**config.mk**
```make
export PLATFORM = sky130hd
export DESIGN_NAME = dac_sched
export DESIGN_NICKNAME = d
export VERILOG_FILES = /design/src/rtl/dac_sched.sv
export SDC_FILE = /design/constraint.sdc
export NUM_CORES = 1
export LEC_CHECK = 0
export ABC_AREA = 1
export BUFFER_PORTS_ARGS = -buffer_cell sky130_fd_sc_hd__buf_2
export CORE_ASPECT_RATIO = 1.1
export CORE_MARGIN = 4
export CORE_UTILIZATION = 65
export DETAILED_ROUTE_END_ITERATION = 8
export PLACE_DENSITY = 0.85
export REMOVE_ABC_BUFFERS = 1
export SLEW_MARGIN = 40
export SYNTH_ARGS = -nofsm -noshare
export SYNTH_HDL_FRONTEND = slang
export SYNTH_SLANG_ARGS = --single-unit
```
**constraint.sdc**
```tcl
create_clock -name clk -period 4.99 [get_ports clk]
set_input_delay 0.998 -clock clk [delete_from_list [all_inputs] [get_ports clk]]
set_output_delay 0.998 -clock clk [all_outputs]
set_load 0.01 [all_outputs]
```
**src/rtl/dac_sched.sv**
```systemverilog
// dac_sched: keeps a dual 12-bit SPI DAC in step with two requested codes.
// A channel is resent when its requested code differs from the last code
// written, or when a forced write is outstanding after reset. When both
// channels are pending, the channel not served last wins. Frames are 16 bits,
// SPI mode 0, MSB first.
// Optional feature macro: DAC_SCHED_LDAC_EN. When defined, an LDAC strobe
// follows each frame. When undefined, ldac_n is tied low.
module dac_sched #(
    parameter int CLK_DIV = 2
) (
    input  logic        clk,
    input  logic        rst,
    input  logic [11:0] aout0,
    input  logic [11:0] aout1,
    output logic        cs_n,
    output logic        sclk,
    output logic        mosi,
    output logic        ldac_n,
    output logic        busy
);

    localparam logic [1:0] ST_IDLE  = 2'd0;
    localparam logic [1:0] ST_SHIFT = 2'd1;
    localparam logic [1:0] ST_GAP   = 2'd2;
`ifdef DAC_SCHED_LDAC_EN
    localparam logic [1:0] ST_LATCH = 2'd3;
`endif

    // The counter is 9 bits wide so that it can hold the longest gap,
    // 2*255-1 = 509, without wrapping.
    localparam logic [8:0] HALF_LAST = 9'(CLK_DIV - 1);
    localparam logic [8:0] GAP_LAST  = 9'(2 * CLK_DIV - 1);

    logic [1:0]  state;
    logic [11:0] sent0, sent1;
    logic        force0, force1;
    logic        last_grant;      // 0 = channel A, 1 = channel B
    logic        grant;           // channel of the frame in flight
    logic [11:0] snap;            // code of the frame in flight
    logic [15:0] shreg;           // shifted frame, bit 15 is on mosi
    logic [3:0]  bit_cnt;         // bits still to send after the current one
    logic [8:0]  cnt;             // cycle counter within a phase
    logic        sclk_q, cs_n_q, mosi_q;

    logic        pend0, pend1, grant_next;
    logic [11:0] code_next;

    // Pending flags and arbitration for the next frame.
    always_comb begin
        // NOTE: every signal is assigned unconditionally here, so no path leaves a
        // value held over and no latch is inferred.
        pend0      = force0 | (aout0 != sent0);
        pend1      = force1 | (aout1 != sent1);
        grant_next = (pend0 && pend1) ? ~last_grant : pend1;
        code_next  = grant_next ? aout1 : aout0;
    end

    // Frame sequencer: grants a channel, shifts its frame out, then holds the gap.
    always_ff @(posedge clk) begin
        // NOTE: all sequential state uses non-blocking assignments. Each register
        // therefore sees the values from before this edge, whatever the statement order.
        if (rst) begin
            state      <= ST_IDLE;
            sent0      <= 12'd0;
            sent1      <= 12'd0;
            force0     <= 1'b1;
            force1     <= 1'b1;
            last_grant <= 1'b1;
            grant      <= 1'b0;
            snap       <= 12'd0;
            shreg      <= 16'd0;
            bit_cnt    <= 4'd0;
            cnt        <= 9'd0;
            sclk_q     <= 1'b0;
            cs_n_q     <= 1'b1;
            mosi_q     <= 1'b0;
        end else begin
            case (state)
                ST_IDLE: begin
                    if (pend0 || pend1) begin
                        grant   <= grant_next;
                        snap    <= code_next;
                        shreg   <= {grant_next, 3'b011, code_next};
                        mosi_q  <= grant_next;
                        cs_n_q  <= 1'b0;
                        sclk_q  <= 1'b0;
                        bit_cnt <= 4'd15;
                        cnt     <= 9'd0;
                        state   <= ST_SHIFT;
                    end
                end
                ST_SHIFT: begin
                    if (cnt == HALF_LAST) begin
                        cnt <= 9'd0;
                        if (!sclk_q) begin
                            sclk_q <= 1'b1;
                        end else if (bit_cnt == 4'd0) begin
                            sclk_q     <= 1'b0;
                            cs_n_q     <= 1'b1;
                            mosi_q     <= 1'b0;
                            last_grant <= grant;
                            if (grant) begin
                                sent1  <= snap;
                                force1 <= 1'b0;
                            end else begin
                                sent0  <= snap;
                                force0 <= 1'b0;
                            end
                            state <= ST_GAP;
                        end else begin
                            sclk_q  <= 1'b0;
                            shreg   <= {shreg[14:0], 1'b0};
                            mosi_q  <= shreg[14];
                            bit_cnt <= bit_cnt - 4'd1;
                        end
                    end else begin
                        cnt <= cnt + 9'd1;
                    end
                end
                ST_GAP: begin
                    if (cnt == GAP_LAST) begin
                        cnt <= 9'd0;
`ifdef DAC_SCHED_LDAC_EN
                        state <= ST_LATCH;
`else
                        state <= ST_IDLE;
`endif
                    end else begin
                        cnt <= cnt + 9'd1;
                    end
                end
`ifdef DAC_SCHED_LDAC_EN
                ST_LATCH: begin
                    if (cnt == HALF_LAST) begin
                        cnt   <= 9'd0;
                        state <= ST_IDLE;
                    end else begin
                        cnt <= cnt + 9'd1;
                    end
                end
`endif
                default: state <= ST_IDLE;
            endcase
        end
    end

`ifdef DAC_SCHED_LDAC_EN
    logic ldac_q;

    // LDAC strobe: low for the whole of the LATCH state.
    always_ff @(posedge clk) begin
        if (rst) begin
            ldac_q <= 1'b1;
        end else if (state == ST_GAP && cnt == GAP_LAST) begin
            ldac_q <= 1'b0;
        end else if (state == ST_LATCH && cnt == HALF_LAST) begin
            ldac_q <= 1'b1;
        end
    end

    assign ldac_n = ldac_q;
`else
    // DAC runs in transparent update mode, so the latch strobe is held low.
    assign ldac_n = 1'b0;
`endif

    assign cs_n = cs_n_q;
    assign sclk = sclk_q;
    assign mosi = mosi_q;
    assign busy = (state != ST_IDLE);

endmodule

```
==> flow_summary.json, run 1 <==
{
  "run_status": "complete, no violations",
  "final_cells": 735,
  "slew_viol_final": 0,
  "clockBufferDepth": 2,
  "row_count": 29,
  "mostFrequentLayoutCells": "nand2_1 (185), inv_1 (107), dfxtp_1 (73)",
  "leakagePower_nw": 2.147,
  "post-route-period-util_pct": 52.23,
  "seq_area_frac_synth_pct": 35.87,
  "fp.coreArea_mm2": 0.005914,
  "die_y_um": 91.03,
  "dieWidth_um": 83.49,
  "diodes": 0,
  "setup_viol": 0,
  "cp.arrival_ps": 2820,
  "synth_cell_types": 36,
  "cellPowerDensity_mw_per_mm2": 456.4,
  "grt_pass1_wl_um": 16070,
  "clock_skew_ps": 15.50,
  "synth_area_leader_cell": "dfxtp_1",
  "tns_ps": 0,
  "mostFrequentLayoutCell": "nand2_1",
  "clk_pin_slew_ps": 80,
  "syn_area_per_cell_um2": 6.446,
  "async_reset_ff_share_pct": 0,
  "slew_headroom_pct": 57.06,
  "port_buffers": 29,
  "synth_flop_cell": "dfxtp_1",
  "worst-setup-path-type": "reg2reg",
  "place_inst": 719,
  "ys_ff_latch": 73,
  "grt_pass1_vias": 3729,
  "antenna_found_initial": 0,
  "hold_path.class": "reg2reg",
  "wl_per_cell_um": 12.96,
  "vdd_drop_max_uv": 406.0,
  "gp_congestion": 0.8620,
  "clock-sinks": 73,
  "synthToLayoutAreaGrowth_pct": 7.985,
  "cts_setup_buffers": 0,
  "first_pass_iters": 6,
  "cts_resized": 0,
  "place_area_mm2": 0.004197,
  "synthCells": 632,
  "tightestPinTransition_ps": 644.2,
  "drcViolationCount": 0,
  "grt.total_usage_pct": 25.47,
  "cts_buffers": 9,
  "synth_top_area_share_pct": 35.87,
  "drive_gt1_share_pct": 11.70,
  "cts_tree": "done",
  "period_minus_slack_ps": 2606,
  "vias": 3891,
  "clock_latency_ps": 350,
  "h-tree-depth": 3,
  "fin_area_mm2": 0.004399,
  "dp_hpwl_um": 6611,
  "synth-edff-count": 0,
  "syn_area_mm2": 0.004074,
  "yosysWarnings": 0,
  "start_util_pct": 68.88,
  "synthTopCellsByArea": "dfxtp_1 (36%), nand2_1 (17%), inv_1 (9.9%)",
  "drtIter0Drc": 309,
  "root_buffer": "clkbuf_8",
  "cap_violations": 0,
  "startpoint_type": "register",
  "final_nets": 686,
  "globalRouteOverflowTotal": 0,
  "finalPower_mw": 2.008,
  "end_kind": "register",
  "cts_hold_buf": 0,
  "finalHoldViolCount": 0,
  "fmax_mhz": 383.7,
  "viasPerCell": 5.294,
  "ios": 31,
  "wirelength_um": 9523,
  "rsz0062_at_grt": "no",
  "crit_required_ps": 5210,
  "crit_fanout": 34,
  "grt_max_degree": 45,
  "antenna_left": 0,
  "dieArea_mm2": 0.007600
}
==> Yosys cell counts (3+ instances only) <==
master	number
buf_2	5
dfxtp_1	73
buf_4	4
buf_6	3
or2_2	3
a21oi_2	3
inv_1	107
o21ai_1	8
inv_2	9
xor2_1	3
nor2_4	4
ha_1	7
nand2_1	185
clkbuf_1	7
nand3b_1	3
a211oi_1	7
nand3_1	45
o21ai_0	30
xnor2_1	3
nor2_1	38
a21oi_1	66
==> layout make-up <==
class	count	area [um^2]
clock buffers	10	137.6
clock inverters	6	65.06
fillers	495	1515
inverters	117	439.2
multi-input cells	421	2039
flip-flops and latches	73	1461
well taps	77	96.34
repair buffers	31	160.2
==> worst max-delay path, stage by stage, from the launching register on <==
cell and delay (ps):
dfxtp_1 350, inv_1 80, ha_1 140, buf_4 270
clkinv_1 570, nand2_1 240, o21ai_1 220, nand3_4 360
nand2_1 80, inv_1 80, nor3_2 50
==> flip-flops by register name (all words and copies together) (netlist names) <==
register and cells:
snap 12, state 2, bit_cnt 4, last_grant 1, cnt 9, force0 1
sent1 12, sclk 1, shreg 15, mosi 1, cs_n 1, grant 1
sent0 12, force1 1
==> path summary, 6_finish.rpt <==
check / from / to / slack [ps] / depth (start not counted)
worst max-delay path: state[1]$_SDFFE_PP0P_ / shreg[14]$_SDFFE_PP0P_ / 2380 / 10
worst min register to register: force0$_SDFFE_PP1P_ / force0$_SDFFE_PP1P_ / 460 / 2
worst max register to register: state[1]$_SDFFE_PP0P_ / shreg[14]$_SDFFE_PP0P_ / 2380 / 10
worst min-delay path: force0$_SDFFE_PP1P_ / force0$_SDFFE_PP1P_ / 460 / 2
==> power by group <==
| group | internal [mW] | switching (mW) |
|---|---|---|
| clock | 0.245 | 0.228 |
| combinational | 0.253 | 0.513 |
| sequential | 0.703 | 0.0656 |
| total | 1.20 | 0.807 |
==> cells by family (layout without fill, tap and decap cells) <==
kind of cell    count (synthesis)  after routing  share of synthesized area (%)
compound gates                116            116                          15.26
other cells                     1              1                        0.09205
flops                          73             73                          35.87
buf+inv                       138            164                          14.07
simple gates                  291            291                          31.27
fa+ha+maj                       7              7                          2.150
xor+xnor                        6              6                          1.290
==> routing by layer <==
metal	vias up	track usage (%)	wire [um]
li1	2000	-	-
met1	1752	30.70	4155
met2	121	44.45	4602
met3	18	3.439	581
met4	0	12.73	183
met5	-	0	0
==> metrics by stage <==
stage                     hold slack, ps  util [%]  setup WS, ps
after global placement             433.4     70.95          2224
final                              456.8     74.38          2384
after global routing               487.6     74.38          2176
after CTS                          456.9     74.38          2414
after detailed placement           441.7     70.95          2188
after floorplan                    419.6         -          2679
No activity file was read; power rests on OpenSTA's default activity.
==> inputs of run 2 (changes only) <==
ABC_AREA = 0   (was 1)
CORE_UTILIZATION = 59   (was 65)
PLACE_DENSITY = 0.79   (was 0.85)
clock period = 2.7 ns   (was 4.99 ns; I/O delays follow)
==> run 2 against run 1 <==
Compared with the run above: sequential share of layout area up 2.3 points; critical path depth decreased by 2; clock skew down 7.7 ps; die area decreased by 1.7%; core utilization decreased by 4.4 points; power is 72% higher; cell count down 32%; register-to-register slack worse by 2100 ps; global-route usage down 3.2 points; maximum frequency rose by 9.2%; non-clock buffer count is 15 higher; final area down 6.5%.
==> flow_summary.json, run 2 <==
{
  "async_reset_ff_share_pct": 0,
  "leakagePower_nw": 1.658,
  "drtIter0Drc": 173,
  "fp.coreArea_mm2": 0.005878,
  "cts_tree": "done",
  "ys_ff_latch": 73,
  "yosysWarnings": 0,
  "path_cells": "xor2_1 > nor4_1 > nand4_1 > buf_4 > o31ai_4 > buf_4 > nand3b_1 > o221ai_2",
  "first_pass_iters": 4,
  "cellPowerDensity_mw_per_mm2": 839.9,
  "crit_fanout": 22,
  "grt_pass1_wl_um": 13030,
  "diodes": 0,
  "synthToLayoutAreaGrowth_pct": 13.38,
  "grt_pass1_vias": 2818,
  "fin_area_mm2": 0.004113,
  "port_buffers": 29,
  "critPathMaxStageDelay_ps": 470,
  "setup_viol": 0,
  "finalPower_mw": 3.454,
  "clock_skew_ps": 7.779,
  "worst-setup-path-type": "reg2reg",
  "die_y_um": 90.24,
  "seq_area_frac_synth_pct": 40.29,
  "grt.busiest_layer": "met2",
  "vdd_drop_max_uv": 574.0,
  "h-tree-depth": 3,
  "place_area_mm2": 0.003906,
  "row_count": 29,
  "rsz0062_at_grt": "no",
  "dieWidth_um": 82.76,
  "root_buffer": "clkbuf_8",
  "run_status": "complete, no violations",
  "cts_buffers": 9,
  "cts_resized": 0,
  "largest_reg_flops": 15,
  "clockBufferDepth": 2,
  "wirelength_um": 7781,
  "synth_flop_cell": "dfxtp_1",
  "globalRouteOverflowTotal": 0,
  "syn_area_mm2": 0.003627,
  "grt_util_met1_pct": 30.55,
  "synth_top_area_share_pct": 40.29,
  "clock_latency_ps": 340,
  "tns_ps": 0,
  "drcViolationCount": 0,
  "end_kind": "register",
  "gp_congestion": 0.8343,
  "finalHoldViolCount": 0,
  "cts_hold_buf": 0,
  "hold_path.class": "reg2reg",
  "mostFrequentLayoutCell": "dfxtp_1",
  "synth_cell_types": 45,
  "grt_max_degree": 44,
  "cts_setup_buffers": 0,
  "synthTopCellsByArea": "dfxtp_1 (40%), mux2i_1 (10%), xor2_1 (5.8%)",
  "slew_viol_final": 0,
  "viasPerCell": 5.848,
  "cap_violations": 0,
  "dp_hpwl_um": 5554,
  "crit_top_cell": "buf_4",
  "cp.arrival_ps": 2650,
  "top_register": "shreg",
  "clock-sinks": 73,
  "final_nets": 452,
  "period_minus_slack_ps": 2386,
  "start_util_pct": 61.71,
  "syn_area_per_cell_um2": 9.324,
  "startpoint_type": "register",
  "drive_gt1_share_pct": 20.28,
  "wl_per_cell_um": 15.53,
  "dieArea_mm2": 0.007468,
  "synth-edff-count": 0,
  "synth.most_common_cell": "dfxtp_1",
  "met3_usage_pct": 4.100,
  "antenna_left": 0,
  "synth_area_leader_cell": "dfxtp_1",
  "antenna_found_initial": 0,
  "synth.top_cells.by_count": "dfxtp_1 (73), nor2_1 (47), mux2i_1 (37)",
  "crit_required_ps": 2970,
  "vias": 2930,
  "ios": 31,
  "synthCells": 389,
  "post-route-period-util_pct": 88.39,
  "clk_pin_slew_ps": 80,
  "grt.total_usage_pct": 22.29,
  "fmax_mhz": 419.0,
  "use_met2_pct": 33.56,
  "mostFrequentLayoutCells": "dfxtp_1 (73), nor2_1 (47), mux2i_1 (37)",
  "crit_slowest_cell": "nor4_1"
}
[run 2: cell type report]
| type | count | area [um^2] |
|---|---|---|
| timing repair buffer | 46 | 297.8 |
| sequential | 73 | 1461 |
| tap | 77 | 96.34 |
| multi-input combinational | 271 | 1983 |
| clock inverter | 4 | 51.30 |
| clock buffer | 12 | 155.1 |
| inverter | 18 | 67.56 |
| fill | 489 | 1765 |
[run 2: through the flow]
step           hold WS (ps)  util (%)  setup slack, ps  cells
3_5_place_dp          450.1     66.45            32.16    485
6_report              463.0     69.97            313.5    501
2_1_floorplan         421.5         -           -449.7    362
3_3_place_gp          433.2     66.45            112.8    485
4_1_cts               468.2     69.97            329.8    501
5_1_grt               483.4     69.97            99.31    501
[run 2: worst max-delay path, delay by kind of cell, from the launching register on]
family,cells,cell delay (ps)
DFF,1,330
AOI/OAI and AO/OA,2,410
buffers and inverters,2,550
and+or+nand+nor,3,870
xor gates and xnor gates,1,160
[run 2: power by group]
group / internal, mW / switching, mW / leakage [nW]
clock network: 0.478 / 0.400 / 0.103
registers: 1.28 / 0.134 / 0.596
logic: 0.454 / 0.712 / 0.960
[run 2: worst paths after layout]
path	from	endpoint	slack, ps	depth (start not counted)
min reg2reg	shreg[14]$_SDFFE_PP0P_	shreg[14]$_SDFFE_PP0P_	460	2
max reg2reg	sent0[7]$_SDFFE_PP0P_	shreg[3]$_SDFFE_PP0P_	310	8
max	sent0[7]$_SDFFE_PP0P_	shreg[3]$_SDFFE_PP0P_	310	8
min	shreg[14]$_SDFFE_PP0P_	shreg[14]$_SDFFE_PP0P_	460	2
[run 2: routing by layer]
layer / routed length, um / vias to the layer above
met5: 0 / -
met4: 181 / 0
met3: 371 / 16
met2: 3690 / 73
met1: 3538 / 1390
li1: - / 1451
[run 2: logic make-up after synthesis]
logic type | share of synthesized area, %
compound gates | 17.04
xor+xnor | 5.795
fa+ha+maj | 2.415
buf+inv | 5.277
flops | 40.29
mux | 10.21
other cells | 0.1034
simple gates | 18.87
==> inputs of run 3 (changes only) <==
CORE_UTILIZATION = 62   (was 59)
CTS_BUF_LIST = sky130_fd_sc_hd__clkbuf_8   (was not set)
PLACE_DENSITY = 0.82   (was 0.79)
==> run 3 against run 2 <==
Compared with the run above: critical path depth is 1 lower; largest cell class unchanged; cell count is 1.2% lower; critical endpoint is now cs_n$_SDFFE_PP1P_; flip-flop and latch count stayed put; final area is 0.58% higher; first-iteration DRC count is 40% higher; power is 6.5% higher; die area is 4.4% lower; maximum frequency is 3.6% lower; via count is 0.85% higher; combinational power hardly changed; count of clock-buffer cells in the layout is 2 lower; critical path type unchanged.
==> flow_summary.json, run 3 (same netlist as run 2, synthesis figures left out) <==
{
  "dp_hpwl_um": 5704,
  "drive_gt1_share_pct": 20.24,
  "r2r_end": "cs_n$_SDFFE_PP1P_",
  "run_status": "complete, no violations",
  "cp.arrival_ps": 2710,
  "utilization_pct": 74.73,
  "drtIter0Drc": 242,
  "fin_area_mm2": 0.004136,
  "period_minus_slack_ps": 2476,
  "antenna_left": 0,
  "ios": 31,
  "place_ws_ps": 67.13,
  "crit_required_ps": 2940,
  "row_count": 28,
  "reg2reg_from": "cnt[0]$_SDFFE_PP0P_",
  "finalPower_mw": 3.679,
  "first_pass_iters": 4,
  "top_register": "shreg",
  "path_cells": "ha_1 > or3b_2 > nor3_1 > a21oi_1 > a311oi_1 > nand2_1 > a221o_1",
  "wirelength_um": 8452,
  "startpoint": "cnt[0]$_SDFFE_PP0P_",
  "cp_num_buf_inv": 0,
  "fmax_mhz": 403.9,
  "tightestPinTransition_ps": 668.2,
  "hold_path.class": "reg2reg",
  "slew_viol_final": 0,
  "holdWs_ps": 470.5,
  "final_nets": 448,
  "start_util_pct": 65.53,
  "crit_fanout": 5,
  "root_buffer": "clkbuf_8",
  "viasPerCell": 5.970,
  "globalRouteOverflowTotal": 0,
  "port_buffers": 29,
  "critPathMaxStageDelay_ps": 470,
  "end_kind": "register",
  "clock-sinks": 73,
  "clk_pin_slew_ps": 80,
  "clockBufferDepth": 2,
  "critPathTopFamily": "simple AND/OR/NAND/NOR gates",
  "die_y_um": 88.22,
  "largest_reg_flops": 15,
  "synthToLayoutAreaGrowth_pct": 14.04,
  "finalHoldViolCount": 0,
  "fp.coreArea_mm2": 0.005535,
  "startpoint_type": "register",
  "drcViolationCount": 0,
  "r2r_cells": 7,
  "wl_per_cell_um": 17.07,
  "setup_viol": 0,
  "cap_violations": 0,
  "leakagePower_nw": 1.657,
  "clock_skew_ps": 14.73,
  "grt_max_degree": 72,
  "cp.depth": 7,
  "setup_ws_ps": 223.9,
  "cellPowerDensity_mw_per_mm2": 889.4,
  "crit_slowest_cell": "or3b_2",
  "clock_latency_ps": 350,
  "worst-setup-path-type": "reg2reg",
  "cts_hold_buf": 0,
  "grt_pass1_wl_um": 14090,
  "cts_setup_buffers": 0,
  "h-tree-depth": 3,
  "rrSetupSlack_ps": 220,
  "dieArea_mm2": 0.007140,
  "endpoint": "cs_n$_SDFFE_PP1P_",
  "cts_buffers": 9,
  "diodes": 0,
  "cts_tree": "done",
  "grt_pass1_vias": 3024,
  "mostFrequentLayoutCells": "dfxtp_1 (73), nor2_1 (47), mux2i_1 (37)",
  "vias": 2955,
  "post-route-period-util_pct": 91.71,
  "vdd_drop_max_uv": 775.3,
  "place_area_mm2": 0.003880,
  "mostFrequentLayoutCell": "dfxtp_1",
  "grt.total_usage_pct": 25.57,
  "slew_headroom_pct": 55.36,
  "cts_resized": 0,
  "gp_congestion": 0.7979,
  "dieWidth_um": 80.93,
  "antenna_found_initial": 0
}
run 3: cell type report:
class | instances | area [um^2]
Fill cell | 428 | 1399
Sequential cell | 73 | 1461
Timing Repair Buffer | 42 | 255.2
Tap cell | 75 | 93.84
Inverter | 18 | 67.56
Clock buffer | 10 | 137.6
Multi-Input combinational cell | 271 | 2006
Clock inverter | 6 | 115.1
run 3: how the worst min path moves through the flow:
stage	startpoint	endpoint	slack [ps]	cells after the start
CTS	force0$_SDFFE_PP1P_	force0$_SDFFE_PP1P_	470	2
floorplan	shreg[14]$_SDFFE_PP0P_	shreg[14]$_SDFFE_PP0P_	420	2
detailed placement	force1$_SDFFE_PP1P_	force1$_SDFFE_PP1P_	450	1
global route	force1$_SDFFE_PP1P_	force1$_SDFFE_PP1P_	500	1
finish	force0$_SDFFE_PP1P_	force0$_SDFFE_PP1P_	470	2
global placement	force1$_SDFFE_PP1P_	force1$_SDFFE_PP1P_	440	1
run 3: power by group:
group	internal (mW)	switching, mW
Sequential	1.28	0.141
Clock	0.642	0.418
Combinational	0.447	0.755
run 3: through the flow:
step | std cells | setup TNS (ps)
6_report | 495 | 0
5_1_grt | 495 | -16.16
4_1_cts | 495 | 0
3_5_place_dp | 479 | 0
3_3_place_gp | 479 | -1942
2_1_floorplan | 362 | -5728
run 3: worst reg2reg max path: stages, from the launching register on:
cell	delay, ps
dfxtp_1	410
ha_1	170
or3b_2	470
nor3_1	400
a21oi_1	140
a311oi_1	370
nand2_1	110
a221o_1	300
run 3: layer usage:
| layer | GRT usage [%] | wire, um | share of wire [%] | vias to the layer above |
|---|---|---|---|---|
| met1 | 32.01 | 3802 | 45 | 1427 |
| met4 | 11.98 | 137 | 1.6 | 0 |
| met3 | 5.499 | 379 | 4.5 | 15 |
| met5 | 0 | 0 | 0 | - |
| li1 | - | - | - | 1441 |
| met2 | 42.05 | 4133 | 49 | 72 |
